==> config.mk <==
export PLATFORM = sky130hd
export DESIGN_NAME = fifo_burst_reader
export DESIGN_NICKNAME = d
export VERILOG_FILES = /design/src/rtl/fifo_burst_reader.sv
export SDC_FILE = /design/constraint.sdc
export NUM_CORES = 1
export LEC_CHECK = 0
export ABC_CLOCK_PERIOD_IN_PS = 4100
export BUFFER_PORTS_ARGS = -buffer_cell sky130_fd_sc_hd__clkbuf_2
export CORE_MARGIN = 3
export CORE_UTILIZATION = 58
export CTS_BUF_LIST = sky130_fd_sc_hd__clkbuf_2
export DETAILED_ROUTE_END_ITERATION = 12
export HOLD_SLACK_MARGIN = 0.1
export PLACE_DENSITY_LB_ADDON = 0.25
export SYNTH_ARGS = -nofsm -noshare
export SYNTH_HDL_FRONTEND = slang
export SYNTH_SLANG_ARGS = --single-unit
==> constraint.sdc <==
create_clock -name rd_clk -period 4.1 [get_ports rd_clk]
set_input_delay 0 -clock rd_clk [delete_from_list [all_inputs] [get_ports rd_clk]]
set_output_delay 0 -clock rd_clk [all_outputs]
set_load 0.02 [all_outputs]
==> src/rtl/fifo_burst_reader.sv <==
// fifo_burst_reader: drains an async FIFO read port in fixed-length bursts onto a valid/ready stream with m_last, busy and burst_cnt
module fifo_burst_reader #(
  parameter int FIFO_WIDTH = 16,
  parameter int FIFO_DEPTH = 64,
  parameter int BURST_LEN  = 16,
  parameter int USEDW_W    = $clog2(FIFO_DEPTH)
) (
  input  logic                  rd_clk,
  input  logic                  rrst_n,
  output logic                  fifo_rd_en,
  input  logic [FIFO_WIDTH-1:0] fifo_rd_data,
  input  logic                  fifo_rd_empty,
  input  logic                  fifo_rd_full,
  input  logic [USEDW_W-1:0]    fifo_rd_usedw,
  input  logic                  cfg_enable,
  input  logic                  cfg_flush,
  output logic                  m_valid,
  output logic [FIFO_WIDTH-1:0] m_data,
  output logic                  m_last,
  input  logic                  m_ready,
  output logic                  busy,
  output logic [15:0]           burst_cnt
);
  localparam int CW = $clog2(FIFO_DEPTH + 1);
  localparam logic [CW-1:0] BL = CW'(BURST_LEN);
  typedef enum logic {IDLE, BURST} state_t;
  state_t                state_q;
  logic [CW-1:0]         remain_q, issued_q, cap_q, usedw, flush_len;
  logic [FIFO_WIDTH-1:0] data_q [2];
  logic [1:0]            last_q, cnt_q;
  logic                  rptr_q, wptr_q, inflight_q, flush_q;
  logic [15:0]           burst_cnt_q;
  logic                  pop, credit_ok, full_start;
  assign m_valid   = cnt_q != 2'd0;
  assign m_data    = data_q[rptr_q];
  assign m_last    = last_q[rptr_q];
  assign busy      = state_q != IDLE;
  assign burst_cnt = burst_cnt_q;
  always_comb begin
    usedw      = CW'(fifo_rd_usedw);
    pop        = m_valid && m_ready;
    credit_ok  = 3'(cnt_q) + 3'(inflight_q) - 3'(pop) < 3'd2;
    full_start = cfg_enable && (fifo_rd_full || usedw >= BL);
    flush_len  = (fifo_rd_full || usedw >= BL) ? BL : (usedw == '0) ? CW'(1) : usedw;
    fifo_rd_en = state_q == BURST && issued_q < remain_q && !fifo_rd_empty && credit_ok;
  end
  always_ff @(posedge rd_clk or negedge rrst_n)
    if (!rrst_n) begin
      state_q     <= IDLE;
      remain_q    <= '0;
      issued_q    <= '0;
      cap_q       <= '0;
      data_q      <= '{default: '0};
      last_q      <= '0;
      cnt_q       <= '0;
      rptr_q      <= 1'b0;
      wptr_q      <= 1'b0;
      inflight_q  <= 1'b0;
      flush_q     <= 1'b0;
      burst_cnt_q <= '0;
    end else begin
      flush_q    <= cfg_flush || (flush_q && !(state_q == IDLE && !full_start));
      inflight_q <= fifo_rd_en;
      cnt_q      <= cnt_q + 2'(inflight_q) - 2'(pop);
      if (fifo_rd_en) issued_q <= issued_q + 1'b1;
      if (inflight_q) begin
        data_q[wptr_q] <= fifo_rd_data;
        last_q[wptr_q] <= cap_q == remain_q - 1'b1;
        wptr_q         <= !wptr_q;
        cap_q          <= cap_q + 1'b1;
      end
      if (pop) rptr_q <= !rptr_q;
      if (state_q == IDLE && (full_start || (flush_q && !fifo_rd_empty))) begin
        state_q  <= BURST;
        remain_q <= full_start ? BL : flush_len;
        issued_q <= '0;
        cap_q    <= '0;
      end else if (state_q == BURST && pop && m_last) begin
        state_q     <= IDLE;
        burst_cnt_q <= burst_cnt_q + 1'b1;
      end
    end
endmodule

Word-level counts from Yosys, hierarchy flattened
Cells that the tools add are included.
W data, S select, Z words.
{"block": "word_totals", "elab_cells": 82, "regBits": 78, "input_bits": 29}
{"block": "classes", "eq_ne": 1, "bitwise_logic": 4, "n_reduce_logical": 27, "order_cmp": 9, "addsub": 8, "muxes": 20}
{"operator": "$mux W16", "n": 4}
{"operator": "$bwmux W32", "n": 1}
{"operator": "$mux W7", "n": 4}
{"operator": "$mux W6", "n": 3}
{"operator": "$add A16 B1 Y16 const B", "n": 1}
{"operator": "$demux W16 S1", "n": 1}
{"operator": "$add A7 B1 Y7 const B", "n": 2}
{"operator": "$logic_and A1 B1 Y1", "n": 13}
{"operator": "$reduce_bool A2 Y1", "n": 4}
{"operator": "$eq A7 B7 Y1", "n": 1}
{"operator": "$lt A7 B7 Y1", "n": 1}
{"operator": "$sub A7 B1 Y7 const B", "n": 1}
{"operator": "$ge A6 B5 Y1 const B", "n": 1}
{"operator": "$logic_not A6 Y1", "n": 1}
{"operator": "$logic_not A1 Y1", "n": 5}
{"operator": "$mux W1", "n": 5}
{"operator": "$ge A2 B2 Y1 const B", "n": 2}
{"operator": "$lt A1 B2 Y1 const B", "n": 2}
{"operator": "$not A1 Y2", "n": 2}
{"operator": "$add A2 B1 Y3", "n": 1}
{"operator": "$logic_or A1 B1 Y1", "n": 3}
{"operator": "$lt A3 B2 Y1 const B", "n": 1}
{"operator": "$sub A3 B1 Y3", "n": 1}
{"operator": "$add A2 B1 Y2", "n": 1}
{"operator": "other kinds (7)", "n": 8}

Longest topological paths before layout
Gate-level depths: netlist of run 1.
{"block": "depth", "word_depth": 8, "mapped_depth": 12, "mapped_depth_nobuf": 11}

Worst setup path after synthesis of run 1
Ideal clock, no wire load.
{"block": "synth_path", "path_type": "reg2reg", "startpoint": "register inflight_q", "endpoint": "register issued_q[5]", "setup_slack_ns": 0.793, "n_path_buf": 1, "stages_incl_launch_ff": 12, "t_arrival_ns": 3.230, "t_required_ns": 4.022, "cell_sequence": "dfrtp_1 clkbuf_1 inv_1 ha_1 inv_1 ha_1 fa_1 or4b_4 a2111oi_4 o21ai_2 or4_1 a21oi_1"}
{"block": "synth_between", "elab_chain_cells": 5}
{"item": "start: declaration", "line": "31", "source": "logic rptr_q, wptr_q, inflight_q, flush_q;"}
{"item": "start signal: assignment", "line": "63", "source": "inflight_q <= fifo_rd_en;"}
{"item": "$add A2 B1 Y3", "line": "42", "source": "credit_ok = 3'(cnt_q) + 3'(inflight_q) - 3'(pop) < 3'd2;"}
{"item": "$sub A3 B1 Y3", "line": "42"}
{"item": "$lt A3 B2 Y1", "line": "42"}
{"item": "$logic_and A1 B1 Y1", "line": "45", "source": "fifo_rd_en = state_q == BURST && issued_q < remain_q && !fifo_rd_empty && credit_ok;"}
{"item": "$reduce_bool A2 Y1 (no source line)"}
{"item": "end signal: assignment", "line": "65", "source": "if (fifo_rd_en) issued_q <= issued_q + 1'b1;"}
{"item": "end: declaration", "line": "28", "source": "logic [CW-1:0] remain_q, issued_q, cap_q, usedw, flush_len;"}
No other way between the ends.
A chain may end at the register's enable or synchronous reset.

Worst setup path in the final report of run 1
{"block": "layout_path", "startpoint": "register cnt_q[1]", "endpoint": "output port fifo_rd_en"}
{"block": "layout_between", "elab_chain_cells": 5, "elab_cells_between_ends": 6}
{"item": "start: declaration", "line": "30", "source": "logic [1:0] last_q, cnt_q;"}
{"item": "start signal: assignment", "line": "64", "source": "cnt_q <= cnt_q + 2'(inflight_q) - 2'(pop);"}
{"item": "$reduce_bool A2 Y1", "line": "34", "source": "assign m_valid = cnt_q != 2'd0;"}
{"item": "$logic_and A1 B1 Y1", "line": "41", "source": "pop = m_valid && m_ready;"}
{"item": "named net pop", "line": "33", "source": "logic pop, credit_ok, full_start;"}
{"item": "$sub A3 B1 Y3", "line": "42"}
{"item": "$lt A3 B2 Y1", "line": "42"}
{"item": "$logic_and A1 B1 Y1", "line": "45"}
{"item": "end: declaration", "line": "10", "source": "output logic fifo_rd_en,"}
The timed path passes the listed nets, and every way through them passes these cells.

==> flow_metrics.py, run 1 <==
metrics = {
    "final_layout": {
        "antenna_cells": 0,
        "final_cell_mix": "dfrtp_1, clkbuf_2, mux2_2, dlygate4sd3_1, xnor2_1",
        "fin_nets": 450,
        "fin_util_pct": 75.8,
        "num-fill-cells": 414,
        "final_common_cell": "dfrtp_1",
        "ff_latch_area_um2": 1930,
        "multi_input_area_um2": 1640,
        "fin_area_um2": 4540,
        "syn2layout_area_growth_pct": 24.4,
        "drive_above_1_share_pct": 33.6,
    },
    "cts": {
        "cts_max_path_buffers": 2,
        "hold_buffers": 35,
        "cts_tree": "done",
        "cts_made_buffers": 9,
        "cts_htree_levels": 3,
        "post_cts.repair.setup_buffers": 0,
        "clock-sinks": 77,
        "clock_latency_ns": 0.54,
        "clk_pin_slew_ns": 0.24,
        "root_buffer": "clkbuf_2",
        "cts_resized": 0,
    },
    "synth": {
        "ys.flop_type": "dfrtp_1",
        "synth_edf_count": 0,
        "yosys_warnings": 0,
        "seq_area_frac_synth_pct": 52.8,
        "syn_area_um2": 3650,
        "netlist-cell-type-count": 41,
        "avgSynthCellArea_um2": 12.0,
        "syn_inst": 305,
        "syn_nets": 346,
        "ys_seq_elements": 77,
        "async_flop_share_pct": 100,
    },
    "critical_path": {
        "end_kind": "output port",
        "crit_path_max_fanout": 9,
        "crit_type": "register to output port",
        "cpMaxStageDelayCell": "or4b_4",
        "critPathRequiredTime_ns": 4.10,
        "crit_buf_inv": 3,
        "cpPeakStageDelay_ns": 0.51,
        "critical_path.top_delay_family": "adder cells",
        "worstSetupStartpointType": "register",
        "cp.arrival_ns": 3.67,
        "crit_chain": "o21a_1 -> ha_1 -> inv_1 -> ha_1 -> fa_1 -> or4b_4 -> a2111oi_4 -> o21ai_2 -> inv_1 -> clkbuf_2",
    },
    "route": {
        "routed_wl_um": 7360,
        "initialDrtViolationCount": 57,
        "vias_per_cell": 5.34,
        "antenna_left": 0,
        "wl_per_cell_um": 15.1,
        "dr.pass1.iters": 4,
        "vias": 2611,
        "drc": 0,
    },
    "placement": {
        "io_buffers": 64,
        "gp_routability_congestion": 0.883,
        "dp_hpwl_um": 4950,
        "dpl_cell_area_um2": 4050,
    },
    "timing": {
        "setup_tns_ns": 0,
        "hold_slack_ns": 0.118,
        "period_minus_slack_ns": 3.67,
        "fin_skew_ns": 0.0375,
        "slew_headroom_pct": 38.1,
        "rsz0062_at_grt": "false",
        "finalHoldViolCount": 0,
        "finalCritPeriodShare_pct": 89.6,
        "setup_violations": 0,
        "clock.fmax_mhz": 272,
        "slew_viol_final": 0,
        "worst_pin_slew_ns": 0.928,
    },
    "floorplan": {
        "core_area_um2": 5990,
        "die_area_um2": 7280,
        "placementRows": 28,
        "die_w_um": 85.3,
        "io_pins": 65,
        "fp.dieH_um": 85.3,
        "start_util_pct": 60.9,
    },
    "power_and_ir_drop": {
        "p_sw_share_pct": 38.2,
        "p_int_uw": 1900,
        "leakagePower_uw": 0.00211,
        "seqPwrFrac_pct": 41.0,
        "switchingPower_uw": 1180,
        "powerDensity_nw_per_um2": 678,
        "peakVddDrop_mv": 0.394,
        "power_frac_clock_pct": 15.2,
        "pwr-share-comb_pct": 43.8,
        "power_uw": 3080,
    },
    "grt": {
        "grtUsageTotal_pct": 22.2,
        "antenna_found_initial": 0,
        "grt_pass1_wl_um": 12700,
        "gr-total-overflow": 0,
        "grt_pass1_vias": 2731,
        "grt_max_degree": 78,
    },
    "worst_hold_path": {
        "hold_path.class": "primary input to async pin",
    },
    "outcome": {
        "outcome": "completed",
    },
    "job": {
        "max_cap_viol_count": 0,
    },
}
per-layer routing:
layer  vias to the layer above  global-route usage [%]  routed length [um]
li1                       1279                       -                   -
met1                      1269                    28.5                3290
met2                        50                    36.6                3630
met3                        13                    4.37                 302
met4                         0                    9.78                 137
met5                         -                       0                   0
synth_stat cells, types with 3 or more instances:
master	number	share of area [%]
xor2_1	10	2.4
nor3_1	4	0.55
o211ai_1	5	1.0
nand3_1	12	1.6
mux2_2	49	15
o21ai_0	10	1.4
o31ai_1	3	0.62
nand4_1	5	0.86
inv_1	14	1.4
nand2_1	20	2.1
nand2b_1	3	0.51
ha_1	11	3.8
dfrtp_1	77	53
clkbuf_1	6	0.62
nor2_1	18	1.9
a21oi_1	5	0.69
or3_1	3	0.51
xnor2_1	22	5.3
registers in the layout, indices dropped and copies added, names as in the netlist:
signal and count:
burst_cnt 16, busy 1, cap_q 7, cnt_q 2
data_q 32, flush_q 1, inflight_q 1, issued_q 7
last_q 2, remain_q 6, rptr_q 1, wptr_q 1
path summary, 6_finish.rpt:
kind | startpoint | depth (start not counted) | slack (ns) | endpoint
min in group rd_clk | fifo_rd_data[4] | 3 | 0.24 | data_q[4]
worst min-delay path | rrst_n | 2 | 0.12 | cnt_q[1]
worst max register to register | cnt_q[1] | 10 | 0.60 | issued_q[5]
max in group asynchronous | rrst_n | 2 | 3.38 | data_q[13]
worst max-delay path | cnt_q[1] | 10 | 0.43 | fifo_rd_en
worst min register to register | burst_cnt[15] | 1 | 0.49 | burst_cnt[15]
area by class of cell:
cell class	instances	share of cell area, %
Sequential cell	77	42.4
Multi-Input combinational cell	206	36.2
Timing Repair Buffer	101	15.2
Tap cell	75	2.07
Clock inverter	6	1.93
Inverter	14	1.16
Clock buffer	10	1.10
power by group through the flow:
stage                     Combinational, uW  Sequential, uW  Clock (uW)
after floorplan                        1030            1210           0
after global placement                 1280            1260           0
after detailed placement               1320            1280           0
after CTS                              1360            1260         479
after global routing                   1490            1310         512
final                                  1350            1260         468
logic make-up (layout without fill, tap and decap cells):
group / count (synthesis) / count (layout) / synth area share (%)
buffers and inverters: 22 / 131 / 2.30
AOI/OAI and AO/OA: 36 / 36 / 7.13
xor gates and xnor gates: 32 / 32 / 7.68
muxes: 51 / 51 / 15.7
adders and majority gates: 12 / 12 / 4.32
DFF: 77 / 77 / 52.8
and+or+nand+nor: 75 / 75 / 10.1
through the flow:
step | worst slack (ns) | std cells
after floorplan | 0.793 | 305
after global placement | 0.760 | 438
after detailed placement | 0.681 | 438
after CTS | 0.401 | 489
after global routing | 0.244 | 489
final | 0.427 | 489
Note: power is estimated with default switching activity, not from simulation.
==> run 2, diff against run 1 <==
--- a/config.mk
+++ b/config.mk
@@ -7,12 +7,13 @@
 export LEC_CHECK = 0
 export ABC_CLOCK_PERIOD_IN_PS = 4100
 export BUFFER_PORTS_ARGS = -buffer_cell sky130_fd_sc_hd__clkbuf_2
+export CAP_MARGIN = 15
 export CORE_MARGIN = 3
 export CORE_UTILIZATION = 58
 export CTS_BUF_LIST = sky130_fd_sc_hd__clkbuf_2
 export DETAILED_ROUTE_END_ITERATION = 12
 export HOLD_SLACK_MARGIN = 0.1
-export PLACE_DENSITY_LB_ADDON = 0.25
+export PLACE_DENSITY = 0.82
 export SYNTH_ARGS = -nofsm -noshare
 export SYNTH_HDL_FRONTEND = slang
 export SYNTH_SLANG_ARGS = --single-unit
==> run 2 against run 1 <==
Combinational power about the same; largest cell class unchanged; largest power group unchanged; clock power fell by 20%; utilization down 0.21 points; via count rose by 2.1%.
==> flow_metrics.py, run 2 (same netlist as run 1, synthesis figures left out) <==
metrics = {
    "timing": {
        "period_minus_slack_ns": 3.63,
        "finalHoldViolCount": 0,
        "hold_slack_ns": 0.260,
        "rsz0062_at_grt": "false",
        "setup_violations": 0,
        "setup_tns_ns": 0,
        "fin_skew_ns": 0.0333,
        "clock.fmax_mhz": 275,
        "slew_headroom_pct": 46.6,
        "slew_viol_final": 0,
        "worst_pin_slew_ns": 0.801,
        "finalCritPeriodShare_pct": 88.6,
    },
    "final_layout": {
        "drive_above_1_share_pct": 33.0,
        "fin_nets": 453,
        "largest_reg_flops": 32,
        "num-fill-cells": 395,
        "max_flop_register": "data_q",
        "antenna_cells": 0,
        "syn2layout_area_growth_pct": 24.1,
        "final_cell_mix": "dfrtp_1, clkbuf_2, mux2_2, dlygate4sd3_1, xnor2_1",
        "final_common_cell": "dfrtp_1",
    },
    "worst_hold_path": {
        "hold_path.class": "primary input to register",
        "hp-start": "fifo_rd_data[15]",
    },
    "critical_path": {
        "cpMaxStageDelayCell": "dfrtp_1",
        "r2r_slack_ns": 0.64,
        "end_kind": "output port",
        "cpPeakStageDelay_ns": 0.56,
        "timing.rr.end": "issued_q[5]",
        "cp.arrival_ns": 3.63,
        "cp-startpoint": "inflight_q",
        "crit_type": "register to output port",
        "crit_path_max_fanout": 9,
        "crit_buf_inv": 4,
        "critical_path.top_delay_family": "adder cells",
        "crit_end": "fifo_rd_en",
        "r2r-start": "inflight_q",
        "cp.depth": 10,
        "worstSetupStartpointType": "register",
        "worstRegToRegCells": 10,
        "crit_chain": "inv_1 -> ha_1 -> inv_1 -> ha_1 -> fa_1 -> or4b_4 -> a2111oi_4 -> o21ai_2 -> inv_1 -> clkbuf_2",
        "crit_path_frequent_cell": "inv_1",
        "critPathRequiredTime_ns": 4.10,
    },
    "floorplan": {
        "fp.dieH_um": 85.3,
        "placementRows": 28,
        "start_util_pct": 60.9,
        "io_pins": 65,
        "die_area_um2": 7280,
        "die_w_um": 85.3,
        "core_area_um2": 5990,
    },
    "cts": {
        "cts_tree": "done",
        "cts_htree_levels": 3,
        "post_cts.repair.setup_buffers": 0,
        "root_buffer": "clkbuf_2",
        "clk_pin_slew_ns": 0.20,
        "cts_resized": 0,
        "cts_made_buffers": 9,
        "cts_max_path_buffers": 2,
        "clock-sinks": 77,
        "clock_latency_ns": 0.51,
        "hold_buffers": 37,
    },
    "placement": {
        "dp_hpwl_um": 4910,
        "io_buffers": 64,
        "gp_routability_congestion": 0.774,
    },
    "route": {
        "dr.pass1.iters": 4,
        "routed_wl_um": 7490,
        "initialDrtViolationCount": 134,
        "vias_per_cell": 5.44,
        "drc": 0,
        "wl_per_cell_um": 15.3,
        "antenna_left": 0,
        "vias": 2665,
    },
    "power_and_ir_drop": {
        "powerDensity_nw_per_um2": 662,
        "leakagePower_uw": 0.00212,
        "peakVddDrop_mv": 0.521,
    },
    "grt": {
        "grt_max_degree": 45,
        "antenna_found_initial": 0,
        "grt_pass1_vias": 2859,
        "gr-total-overflow": 0,
        "grtUsageTotal_pct": 22.8,
        "grt_pass1_wl_um": 13000,
    },
    "outcome": {
        "outcome": "completed",
    },
    "job": {
        "max_cap_viol_count": 0,
    },
}
## run 2: worst min path at each step
stage / to / slack, ns / depth (start not counted)
6_report: data_q[31] / 0.26 / 3
5_1_grt: data_q[15] / 0.21 / 3
4_1_cts: data_q[2] / 0.23 / 3
3_5_place_dp: data_q[3] / 0.1 / 1
3_3_place_gp: data_q[3] / 0.1 / 1
2_1_floorplan: burst_cnt[0] / -0.30 / 0
## run 2: stage by stage
stage	cell area, um2	std cells	power, uW	setup slack, ns	utilization (%)
floorplan	3650	305	2240	0.793	-
global placement	4060	439	2530	0.758	67.7
detailed placement	4060	439	2590	0.680	67.7
CTS	4530	490	3010	0.423	75.6
global route	4530	490	3220	0.197	75.6
finish	4530	490	3000	0.469	75.6
## run 2: worst reg2reg max path, stage by stage, from the launching register on
cell and delay (ns):
dfrtp_1 0.56, inv_1 0.14, ha_1 0.31, inv_1 0.05, ha_1 0.18, fa_1 0.48, or4b_4 0.52, a2111oi_4 0.34
o21ai_2 0.17, or4_1 0.52, a21oi_1 0.15
## run 2: power breakdown
part	total (uW)	internal [uW]	switching, uW
logic	1330	665	661
clock network	375	137	238
registers	1300	1040	260
## run 2: per-layer routing
metal  track usage (%)  wire length (um)  part of all wire (%)
met5                 0                 0                     0
met4              9.06               156                   2.1
met3              5.73               284                   3.8
met2              38.6              3780                    50
met1              27.8              3270                    44
## run 2: cell type report
cell class,instances,area (um2),share of cell area [%]
clock buffer,11,55.1,1.22
clock inverter,3,38.8,0.856
inverter,14,52.6,1.16
multi-input combinational,206,1640,36.2
sequential,77,1930,42.5
tap,75,93.8,2.07
timing repair buffer,104,723,16.0
==> run 3, diff against run 2 <==
--- a/config.mk
+++ b/config.mk
@@ -13,7 +13,7 @@
 export CTS_BUF_LIST = sky130_fd_sc_hd__clkbuf_2
 export DETAILED_ROUTE_END_ITERATION = 12
 export HOLD_SLACK_MARGIN = 0.1
-export PLACE_DENSITY = 0.82
+export PLACE_DENSITY = 0.93
 export SYNTH_ARGS = -nofsm -noshare
 export SYNTH_HDL_FRONTEND = slang
 export SYNTH_SLANG_ARGS = --single-unit
==> run 3 against run 2 <==
Maximum frequency is 0.67% lower; sequential cell count stayed put; count of clock-buffer cells in the layout decreased by 2; first-iteration DRC count is 6.7% lower; sequential share of layout area grew 0.39 points; combinational power is essentially flat; via count up 0.53%; utilization decreased by 0.69 points; clock power decreased by 9.6%; hold slack got worse by 0.12 ns; register-to-register slack got worse by 0.03 ns; critical path type unchanged; highest routed layer unchanged.
==> flow_metrics.py, run 3 (same netlist as run 1, synthesis figures left out) <==
metrics = {
    "critical_path": {
        "worstSetupStartpointType": "register",
        "critPathRequiredTime_ns": 4.10,
        "cp-startpoint": "inflight_q",
        "crit_type": "register to output port",
        "cp.arrival_ns": 3.66,
        "timing.rr.end": "issued_q[5]",
        "worstRegToRegCells": 10,
        "crit_path_max_fanout": 9,
        "end_kind": "output port",
        "r2r-start": "inflight_q",
        "r2r_slack_ns": 0.61,
    },
    "final_layout": {
        "antenna_cells": 0,
        "syn2layout_area_growth_pct": 23.0,
        "fin_area_um2": 4490,
        "largest_reg_flops": 32,
        "max_flop_register": "data_q",
        "drive_above_1_share_pct": 33.1,
        "fin_nets": 450,
        "final_cell_mix": "dfrtp_1, clkbuf_2, mux2_2, dlygate4sd3_1, xnor2_1",
        "final_common_cell": "dfrtp_1",
    },
    "power_and_ir_drop": {
        "peakVddDrop_mv": 0.478,
        "powerDensity_nw_per_um2": 662,
        "leakagePower_uw": 0.00209,
    },
    "cts": {
        "clk_pin_slew_ns": 0.21,
        "hold_buffers": 35,
        "cts_htree_levels": 3,
        "clock-sinks": 77,
        "cts_resized": 0,
        "cts_made_buffers": 9,
        "cts_max_path_buffers": 2,
        "post_cts.repair.setup_buffers": 0,
        "cts_tree": "done",
        "root_buffer": "clkbuf_2",
        "clock_latency_ns": 0.52,
    },
    "floorplan": {
        "die_w_um": 85.3,
        "fp.dieH_um": 85.3,
        "core_area_um2": 5990,
        "die_area_um2": 7280,
        "start_util_pct": 60.9,
        "placementRows": 28,
        "io_pins": 65,
    },
    "worst_hold_path": {
        "hold_path.class": "primary input to async pin",
    },
    "timing": {
        "rsz0062_at_grt": "false",
        "finalCritPeriodShare_pct": 89.2,
        "setup_violations": 0,
        "slew_viol_final": 0,
        "clock.fmax_mhz": 274,
        "finalHoldViolCount": 0,
        "setup_tns_ns": 0,
        "period_minus_slack_ns": 3.66,
        "slew_headroom_pct": 36.9,
        "worst_pin_slew_ns": 0.946,
        "fin_skew_ns": 0.0273,
    },
    "route": {
        "vias": 2679,
        "drc": 0,
        "vias_per_cell": 5.48,
        "initialDrtViolationCount": 125,
        "antenna_left": 0,
        "dr.pass1.iters": 5,
        "wl_per_cell_um": 16.1,
        "routed_wl_um": 7860,
    },
    "grt": {
        "gr-total-overflow": 0,
        "grt_pass1_vias": 2842,
        "antenna_found_initial": 0,
        "grt_pass1_wl_um": 13100,
        "grt_max_degree": 78,
        "grtUsageTotal_pct": 23.1,
    },
    "placement": {
        "dp_hpwl_um": 4950,
        "dpl_cell_area_um2": 4050,
        "gp_routability_congestion": 0.873,
        "io_buffers": 64,
    },
    "outcome": {
        "outcome": "completed",
    },
    "job": {
        "max_cap_viol_count": 0,
    },
}
-- run 3: cell types whose count changed in the layout (fill, tap and decap cells not counted) --
cell           before  now
buf_12              1    0
buf_2               1    0
bufinv_16           1    0
clkbuf_2           74   72
clkinv_2            1    3
clkinv_4            0    1
clkinvlp_4          0    2
dlygate4sd3_1      36   35
-- run 3: worst max-delay path by stage --
stage	endpoint	slack [ns]	cells after the start
6_report	fifo_rd_en	0.44	10
5_1_grt	fifo_rd_en	0.26	10
4_1_cts	fifo_rd_en	0.45	10
3_5_place_dp	issued_q[5]	0.68	10
3_3_place_gp	issued_q[5]	0.80	10
2_1_floorplan	issued_q[5]	0.79	11
-- run 3: area by class of cell --
| type | instances | area [um2] |
|---|---|---|
| multi-input combinational | 206 | 1640 |
| clock inverter | 7 | 42.5 |
| tap | 75 | 93.8 |
| timing repair buffer | 101 | 688 |
| clock buffer | 9 | 45.0 |
| inverter | 14 | 52.6 |
| fill | 404 | 1500 |
| sequential | 77 | 1930 |
-- run 3: power breakdown --
group	leakage, uW	switching [uW]	internal, uW
Sequential	0.000948	262	1040
Combinational	0.00109	672	661
Clock	0.0000551	264	75.0
Total	0.00209	1200	1770
-- run 3: critical path, cell delays in order, from the launching register on --
cell and delay (ns):
dfrtp_1 0.56, inv_1 0.15, ha_1 0.30, inv_1 0.04, ha_1 0.18, fa_1 0.48, or4b_4 0.52, a2111oi_4 0.33
o21ai_2 0.17, inv_1 0.19, clkbuf_2 0.20
-- run 3: metrics by stage --
| stage | utilization, % | total power [uW] | hold slack [ns] | setup slack (ns) | cells |
|---|---|---|---|---|---|
| floorplan | - | 2240 | -0.296 | 0.793 | 305 |
| global placement | 67.6 | 2520 | 0.179 | 0.800 | 438 |
| detailed placement | 67.6 | 2590 | 0.186 | 0.684 | 438 |
| CTS | 74.9 | 2960 | 0.147 | 0.450 | 489 |
| global route | 74.9 | 3180 | 0.201 | 0.261 | 489 |
| finish | 74.9 | 2970 | 0.140 | 0.445 | 489 |
-- run 3: per-layer routing --
layer	wire length [um]	vias to the layer above	part of all wire [%]	global-route usage, %
li1	-	1280	-	-
met1	3170	1306	40	27.1
met4	221	0	2.8	10.6
met3	279	24	3.5	3.20
met5	0	-	0	0
met2	4190	69	53	41.5
